`src/rtl/buzzer_pkg.sv`:
```
`default_nettype none
// ============================================================================
// buzzer_pkg : state encodings and owner codes for the buzzer round host
// Revision   : 1.0
// ============================================================================
package buzzer_pkg;

   typedef enum logic [1:0] {
      IDLE   = 2'd0,
      ARMED  = 2'd1,
      ANSWER = 2'd2,
      DONE   = 2'd3
   } state_t;

   localparam logic [1:0] OWN_NONE = 2'b00;
   localparam logic [1:0] OWN_P1   = 2'b01;
   localparam logic [1:0] OWN_P2   = 2'b10;
   localparam logic [1:0] OWN_TIE  = 2'b11;

endpackage
`default_nettype wire

```
`src/rtl/cycle_timer.sv`:
```
`default_nettype none
// ============================================================================
// cycle_timer : loadable down-counter that stops at zero
// Revision    : 1.0
// ============================================================================
module cycle_timer #(
   parameter int WIDTH = 6
) (
   input  logic             clk,
   input  logic             rst_n,
   input  logic             i_load,
   input  logic [WIDTH-1:0] i_load_val,
   input  logic             i_dec,
   output logic [WIDTH-1:0] o_value,
   output logic             o_zero
);

   logic [WIDTH-1:0] r_value;

   always_ff @(posedge clk or negedge rst_n) begin
      if (!rst_n) begin
         r_value <= '0;
      end else if (i_load) begin
         r_value <= i_load_val;
      end else if (i_dec && (r_value != '0)) begin
         r_value <= r_value - 1'b1;
      end
   end

   assign o_value = r_value;
   assign o_zero  = (r_value == '0);

endmodule
`default_nettype wire

```
`src/rtl/buzzer_round_host.sv`:
```
`default_nettype none
// ============================================================================
// buzzer_round_host : runs buzz and answer windows, applies verdicts, keeps scores
// Revision          : 1.0
// ============================================================================
module buzzer_round_host
   import buzzer_pkg::*;
#(
   parameter int ARM_CYCLES    = 64,
   parameter int ANSWER_CYCLES = 16,
   parameter int SCORE_W       = 4
) (
   input  logic               clk,
   input  logic               rst_n,
   input  logic               start_round,
   input  logic               clear_scores,
   input  logic               led1,
   input  logic               led2,
   input  logic               judge_correct,
   input  logic               judge_wrong,
   output logic               control,
   output logic [1:0]         owner,
   output logic [SCORE_W-1:0] score1,
   output logic [SCORE_W-1:0] score2,
   output logic               round_done,
   output logic               timed_out
);

   localparam int c_tmr_max = (ARM_CYCLES > ANSWER_CYCLES) ? ARM_CYCLES : ANSWER_CYCLES;
   localparam int c_tmr_w   = $clog2(c_tmr_max);
   localparam logic [c_tmr_w-1:0] c_arm_load = c_tmr_w'(ARM_CYCLES - 1);
   localparam logic [c_tmr_w-1:0] c_ans_load = c_tmr_w'(ANSWER_CYCLES - 1);
   localparam logic [SCORE_W-1:0] c_score_max = {SCORE_W{1'b1}};

   state_t               r_state;
   state_t               w_next;
   logic                 w_load;
   logic [c_tmr_w-1:0]   w_load_val;
   logic                 w_dec;
   logic [c_tmr_w-1:0]   w_tmr_value;
   logic                 w_tmr_zero;
   logic                 w_timeout_evt;
   logic                 w_score_inc;
   logic                 w_start_ok;

   logic                 r_control;
   logic [1:0]           r_owner;
   logic [SCORE_W-1:0]   r_score1;
   logic [SCORE_W-1:0]   r_score2;
   logic                 r_round_done;
   logic                 r_timed_out;

   cycle_timer #(.WIDTH(c_tmr_w)) u_timer (
      .clk        (clk),
      .rst_n      (rst_n),
      .i_load     (w_load),
      .i_load_val (w_load_val),
      .i_dec      (w_dec),
      .o_value    (w_tmr_value),
      .o_zero     (w_tmr_zero)
   );

   always_ff @(posedge clk or negedge rst_n) begin
      if (!rst_n) r_state <= IDLE;
      else        r_state <= w_next;
   end

   always_comb begin
      w_next        = r_state;
      w_load        = 1'b0;
      w_load_val    = c_arm_load;
      w_dec         = 1'b0;
      w_timeout_evt = 1'b0;
      w_score_inc   = 1'b0;
      w_start_ok    = 1'b0;
      unique case (r_state)
         IDLE: begin
            if (start_round) begin
               w_start_ok = 1'b1;
               w_next     = ARMED;
               w_load     = 1'b1;
            end
         end
         ARMED: begin
            if (led1 && led2) begin
               w_next = DONE;
            end else if (led1 || led2) begin
               w_next     = ANSWER;
               w_load     = 1'b1;
               w_load_val = c_ans_load;
            end else if (w_tmr_zero) begin
               w_next        = DONE;
               w_timeout_evt = 1'b1;
            end else begin
               w_dec = 1'b1;
            end
         end
         ANSWER: begin
            // A verdict on the last cycle of the window still counts.
            if (judge_wrong) begin
               w_next = DONE;
            end else if (judge_correct) begin
               w_next      = DONE;
               w_score_inc = 1'b1;
            end else if (w_tmr_zero) begin
               w_next        = DONE;
               w_timeout_evt = 1'b1;
            end else begin
               w_dec = 1'b1;
            end
         end
         DONE:    w_next = IDLE;
         default: w_next = IDLE;
      endcase
   end

   always_ff @(posedge clk or negedge rst_n) begin
      if (!rst_n) begin
         r_control    <= 1'b0;
         r_owner      <= OWN_NONE;
         r_round_done <= 1'b0;
         r_timed_out  <= 1'b0;
      end else begin
         r_control    <= (w_next == ARMED) || (w_next == ANSWER);
         r_round_done <= (w_next == DONE);
         if (w_start_ok) begin
            r_owner     <= OWN_NONE;
            r_timed_out <= 1'b0;
         end
         if (r_state == ARMED) begin
            if (led1 && led2)  r_owner <= OWN_TIE;
            else if (led1)     r_owner <= OWN_P1;
            else if (led2)     r_owner <= OWN_P2;
         end
         if (w_timeout_evt) r_timed_out <= 1'b1;
      end
   end

   always_ff @(posedge clk or negedge rst_n) begin
      if (!rst_n) begin
         r_score1 <= '0;
         r_score2 <= '0;
      end else if ((r_state == IDLE) && clear_scores) begin
         r_score1 <= '0;
         r_score2 <= '0;
      end else if (w_score_inc) begin
         if ((r_owner == OWN_P1) && (r_score1 != c_score_max)) r_score1 <= r_score1 + 1'b1;
         if ((r_owner == OWN_P2) && (r_score2 != c_score_max)) r_score2 <= r_score2 + 1'b1;
      end
   end

   assign control    = r_control;
   assign owner      = r_owner;
   assign score1     = r_score1;
   assign score2     = r_score2;
   assign round_done = r_round_done;
   assign timed_out  = r_timed_out;

endmodule
`default_nettype wire

```
`config.mk`:
```
export PLATFORM = sky130hd
export DESIGN_NAME = buzzer_round_host
export DESIGN_NICKNAME = d
export VERILOG_FILES = /design/src/rtl/buzzer_pkg.sv /design/src/rtl/cycle_timer.sv /design/src/rtl/buzzer_round_host.sv
export SDC_FILE = /design/constraint.sdc
export NUM_CORES = 1
export LEC_CHECK = 0
export ABC_AREA = 1
export CAP_MARGIN = 40
export CORE_MARGIN = 4
export CORE_UTILIZATION = 35
export DETAILED_ROUTE_END_ITERATION = 6
export HOLD_SLACK_MARGIN = 0.02
export SYNTH_ARGS = -nofsm -noshare
export SYNTH_HDL_FRONTEND = slang
export SYNTH_SLANG_ARGS = --single-unit
```
`constraint.sdc`:
```
create_clock -name clk -period 2.6 [get_ports clk]
set_input_delay 0.78 -clock clk [delete_from_list [all_inputs] [get_ports clk]]
set_output_delay 0.78 -clock clk [all_outputs]
set_load 0.01 [all_outputs]
```
Word level (Yosys, flattened, before mapping)
Index checks and enable logic that the tools add are counted.

word-level totals
  flip-flop bits (word level) = 21
  output and inout port bits = 13
  logic and storage cells = 83

operators by class
  add/subtract/negate cells = 3
  equal/unequal tests = 10
  mux-type cells = 45
  reductions and logical operators = 17

operators by type and width
  kind                                                  number
  2-to-1 mux 6 bit                                      5
  2-to-1 mux 4 bit                                      6
  2-to-1 mux 2 bit                                      11
  2-to-1 mux 1 bit                                      19
  equality test 2 bit (second input constant)           5
  nonzero test 2 bit                                    5
  adder 4 x 1 -> 4 bit (second input constant)          2
  != test 4 bit (second input constant)                 2
  one-hot mux 2 bit (4 select lines)                    1
  equality test 2 x 1 -> 1 bit (second input constant)  3
  zero test 6 bit                                       1
  one-hot mux 1 bit (2 select lines)                    3
  nonzero test 6 bit                                    1
  subtractor 6 x 1 -> 6 bit (second input constant)     1
  logical AND 1 bit                                     5
  AND reduction 2 bit                                   2
  zero test 2 bit                                       1
  logical OR 1 bit                                      2

Logic depth before layout (Yosys ltp)
  word-level depth = 8
  depth in mapped cells = 10
  mapped depth without buffers = 10

Hierarchy
Synthesis repeated with hierarchy kept, for this count alone.

second synthesis, totals
  cells, all modules = 181
  area, all modules = 1425.1 µm²

modules (own cells, without submodules)
  module             times used  cells each  area each (µm²)  seq. area each (µm²)
  buzzer_round_host  1           126         999.7            375.4
  cycle_timer        1           55          425.4            150.1

Worst setup path after synthesis
No wires, ideal clock.

  kind = in2reg
  from = input port led1
  to = register r_control (netlist: control)
  library setup time = 0.126 ns
  data arrival time = 1.651 ns
  required time = 2.474 ns
  setup slack = 0.824 ns
  stages on the path = 7
  path buffers = 0
  cells stage by stage = inv_1 > ha_1 > nand2_2 > inv_1 > o21ai_0 > a21oi_1 > ha_1

between the ends
  cells in the longest elaborated chain, start to end = 6

ends and longest elaborated chain
  element                                                              line                      source
  start, declared                                                      buzzer_round_host.sv:17   input logic led1,
  logical OR 1 bit                                                     buzzer_round_host.sv:87   end else if (led1 || led2) begin
  2-to-1 mux 2 bit                                                     buzzer_round_host.sv:87
  2-to-1 mux 2 bit *                                                   buzzer_round_host.sv:85   if (led1 && led2) begin
  one-hot mux 2 bit (4 select lines) *                                 buzzer_round_host.sv:76   unique case (r_state)
  equality test 2 x 1 -> 1 bit or equality test 2 bit (tied branches)  buzzer_round_host.sv:124  r_control <= (w_next == ARMED) || (w_next == ANSWER);
  logical OR 1 bit *                                                   buzzer_round_host.sv:124
  end signal, assigned                                                 buzzer_round_host.sv:124
  end, declared                                                        buzzer_round_host.sv:46   logic r_control;

Every way passes the cells marked *; elsewhere a longest branch is shown, timed or not.
A chain may end at the register's enable or synchronous reset.

Final worst setup path
  from = input port led1
  to = register u_timer.r_value[3] (netlist: u_timer.o_value[3])

between the ends
  cells in the longest elaborated chain, start to end = 6

ends and longest elaborated chain
  element                             line                     source
  logical OR 1 bit                    buzzer_round_host.sv:87
  2-to-1 mux 1 bit                    buzzer_round_host.sv:87
  2-to-1 mux 1 bit                    buzzer_round_host.sv:85
  one-hot mux 1 bit (2 select lines)  buzzer_round_host.sv:76
  logical AND 1 bit                   cycle_timer.sv:25        end else if (i_dec && (r_value != '0)) begin
  nonzero test 2 bit (no line)        n/a
  end signal, assigned                cycle_timer.sv:24        r_value <= i_load_val;
  end signal, assigned                cycle_timer.sv:26        r_value <= r_value - 1'b1;
  end, declared                       cycle_timer.sv:18        logic [WIDTH-1:0] r_value;

Several ways; a longest one is shown, not always the timed one.

==> summary.md <==
| Metric | Value |
|---|---|
| Result of the run | `finished, final reports clean` |
| Max-slew headroom | `80.92%` |
| Post-placement setup slack | `191.1 ps` |
| Arithmetic-cell share of the synthesized area counting full adders, half adders and majority gates | `11.04%` |
| Number of synthesized flops with an enable pin | `0` |
| Hold WC Path Type | `flop to flop` |
| Count of cells along the worst register-to-register path | `7` |
| XOR/XNOR Fraction of Synth Area | `1.932%` |
| Maximum number of pins on one net before global-route repair | `22` |
| Cell leakage power | `just over 0.8 nW` |
| Worst-case vdd ir drop | `550.2 µV` |
| Critical Path End Type | `flop` |
| Synthesized area per cell | `8.144 µm²` |
| Port buffer count | `20` |
| Count of H-tree levels built during CTS | `1` |
| Detailed-route wire length | `around 2800 µm` |
| Final Worst Setup Slack | `473.3 ps` |
| Number of hold buffers added after cts | `0` |
| Routed length per instance | `between 10 and 15 µm` |
| Post-CTS Resized | `0` |
| Period utilization | `81.79%` |
| Post-CTS setup-driven buffer insertion count | `0` |
| Min-Delay Path Depth | `2` |
| CTS clk-pin slew, worst paths | `80 ps` |
| Share of synthesized area spent on multiplexers | `0%` |
| Synthesis Warnings | `0` |
| Final total negative setup slack | `0 ps` |
| Remaining number of nets flagged by the antenna check after routing | `0` |
| Dominant cell by count in the synthesized netlist | `nand2_1` |
| Hold endpoint | `timed_out` |
| Clock tree buffer depth | `2` |
| Vias in the first global route | `roughly 1100` |
| CP max FO | `7` |
| Grt total ovfl | `0` |
| Slew at the pin closest to its max-slew limit | `286.1 ps` |
| Via Count | `1119` |
| Number of cells produced by synthesis | `167` |
| # Max-Cap Violations | `0` |
| Share of synthesized area occupied by flip-flops and latches | `38.64%` |
| Mapped Area | `1360 µm²` |
| Post-synthesis to final-layout area growth | `23.09%` |
| Horizontal extent of the die | `70.34 µm` |
| Buffer type at the clock tree root | `clkbuf_8` |
| Type of origin of the critical path | `primary input` |
| Setup repair after global routing missed its margin | `no` |
| Routed vias/inst | `4.663` |
| Main combinational cell family by area after synthesis | `simple AND/OR/NAND/NOR gates` |
| Max-slew violation count | `0` |
| Worst-Skew Late Latency | `260 ps` |
| First drt pass iteration count | `4` |
| Die Area | `around 4900 µm²` |
| Crit path arrival time | `2290 ps` |
| Post-synthesis share of cell area spent on and, or, nand and nor gates | `about 30%` |
| Min Tclk post-route | `around 2100 ps` |
| Setup violators final | `0` |
| Net count after synthesis | `187` |
| Global-route wire length before repair | `between 4000 and 5000 µm` |
| Initial Utilization | `36.60%` |
| I/O pin count | `21` |
| Area of the core | `3716 µm²` |
| Maximum achievable frequency | `470.2 MHz` |
| Number of diodes | `0` |
| Total power | `1.906 mW` |
| TritonCTS clock tree | `done` |
| Number of register bits inferred by synthesis | `21` |
| Total GRT Usage | `12.10%` |
| Number of DRC markers after the initial detailed-route iteration | `59` |
| Pwr dens | `approximately 1100 nW/µm²` |
| Row Count | `22` |
| Combined area of the multi-input logic cells | `740.7 µm²` |
| Largest area contributor in the synthesized netlist | `dfrtp_1` |
| Post-layout nets | `213` |
| Number of remaining DRC errors | `0` |
| Share of post-route cells with drive strength above 1 | `14.06%` |
| Startpoint of the most critical register-to-register path | `u_timer.o_value[0]` |
| Launch point of the worst hold path | `timed_out` |
| Register-to-register setup slack | `approximately 880 ps` |
| Type of the worst setup path | `primary input to flop` |
| Most used flip-flop cell after synthesis | `dfrtp_1` |
| Ranking of synthesized cells by area | `dfrtp_1 (39%), ha_1 (11%), nand2_1 (11%)` |
| Number of antenna violations at the first check in global routing | `0` |
| Post-DP HPWL | `2189 µm` |
| Number of library cell types mapped by synthesis | `20` |
| Share of async-settable or async-resettable flops after synthesis | `100.0%` |
| Capture instance of the worst register-to-register path | `control` |
| Compound-cell area share of the yosys netlist | `11.22%` |
| DIE HEIGHT | `70.34 µm` |
| Area taken by flip-flops and latches | `525.5 µm²` |
| Number of filler instances in the final layout | `361` |
| Most common library cells after synthesis | `nand2_1 (39), inv_1 (24), nand3_1 (22), dfrtp_1 (21), ha_1 (12)` |
| Final hold violation count | `0` |
| Number of buffers added by the clock tree synthesis step | `3` |
| Worst Path Required | `2760 ps` |
| Fraction of synthesized cell area taken by the top area cell type | `38.64%` |
| Clock tree sinks | `21` |
| Weighted congestion at the end of routability-driven global placement | `roughly 0.9` |
| Final setup skew | `1.984 ps` |
## flip-flops by register name (all words and copies together), names as in the netlist
name and flops:
u_timer.o_value 6, score2 4, r_state 2, control 1, timed_out 1, round_done 1, score1 4, owner 2
## worst max-delay path by stage
stage                     startpoint                 end  slack, ps  cells after the start
after floorplan                 led1             control        820                      7
after global placement          led1             control        220                      8
after detailed placement        led1             control        190                      8
after CTS                       led1  u_timer.o_value[3]        480                      9
after global routing            led1             control        360                     11
final                           led1  u_timer.o_value[3]        470                      9
## power by group
part	total (mW)	leakage, nW	switching [mW]	internal, mW
clock	0.219	0.0255	0.112	0.107
sequential	0.609	0.263	0.137	0.473
combinational	1.08	0.518	0.625	0.454
## layout by cell type, fill, tap and decap left out
master | synthesis | routed
nand2_1 | 39 | 39
inv_1 | 24 | 24
nand3_1 | 22 | 22
dfrtp_1 | 21 | 21
clkdlybuf4s50_1 | 0 | 20
ha_1 | 12 | 12
o21ai_0 | 10 | 10
nand2_2 | 7 | 7
nor2_1 | 7 | 7
o21ai_2 | 7 | 7
a21oi_1 | 5 | 5
xor2_1 | 3 | 3
clkbuf_8 | 0 | 3
or2_2 | 2 | 2
nor2_4 | 1 | 1
nand4_2 | 1 | 1
nor3_1 | 1 | 1
o21ai_4 | 1 | 1
nand3_4 | 1 | 1
inv_2 | 1 | 1
nand2_8 | 1 | 1
nand4_1 | 1 | 1
clkinv_2 | 0 | 1
buf_4 | 0 | 1
## critical path: stages
cell             delay, ps
clkdlybuf4s50_1        510
inv_1                   60
ha_1                   280
nand2_1                120
nand2_2                110
inv_2                  180
nand3_1                110
nand2_2                 80
o21ai_2                 40
## cell type report
| cell class | instances | area share (%) |
|---|---|---|
| sequential | 21 | 31.39 |
| inverter | 25 | 5.605 |
| tap | 48 | 3.587 |
| timing repair buffer | 21 | 12.41 |
| clock inverter | 1 | 0.2990 |
| multi-input combinational | 121 | 44.25 |
| clock buffer | 3 | 2.466 |
## kinds of logic after synthesis
kind of cell,count (synthesis)
compound gates,23
xor+xnor,3
buf+inv,25
flops,21
fa+ha+maj,12
simple gates,83
## stage by stage
step | util, % | instance area, µm² | hold WS [ps] | cells
after floorplan | - | 1360 | 484.4 | 167
after global placement | 43.80 | 1628 | 480.5 | 236
after detailed placement | 43.80 | 1628 | 496.1 | 236
after CTS | 45.05 | 1674 | 515.7 | 240
after global routing | 45.05 | 1674 | 559.9 | 240
final | 45.05 | 1674 | 504.0 | 240
## per-layer routing
metal  wire length [µm]  vias to the layer above  GRT usage (%)
met5                  0                        -              0
met4                 20                        0          2.553
met3                150                        4          3.597
met2               1281                       28          19.65
met1               1322                      500          15.84
li1                   -                      587              -
(Power assumes the default switching activity.)
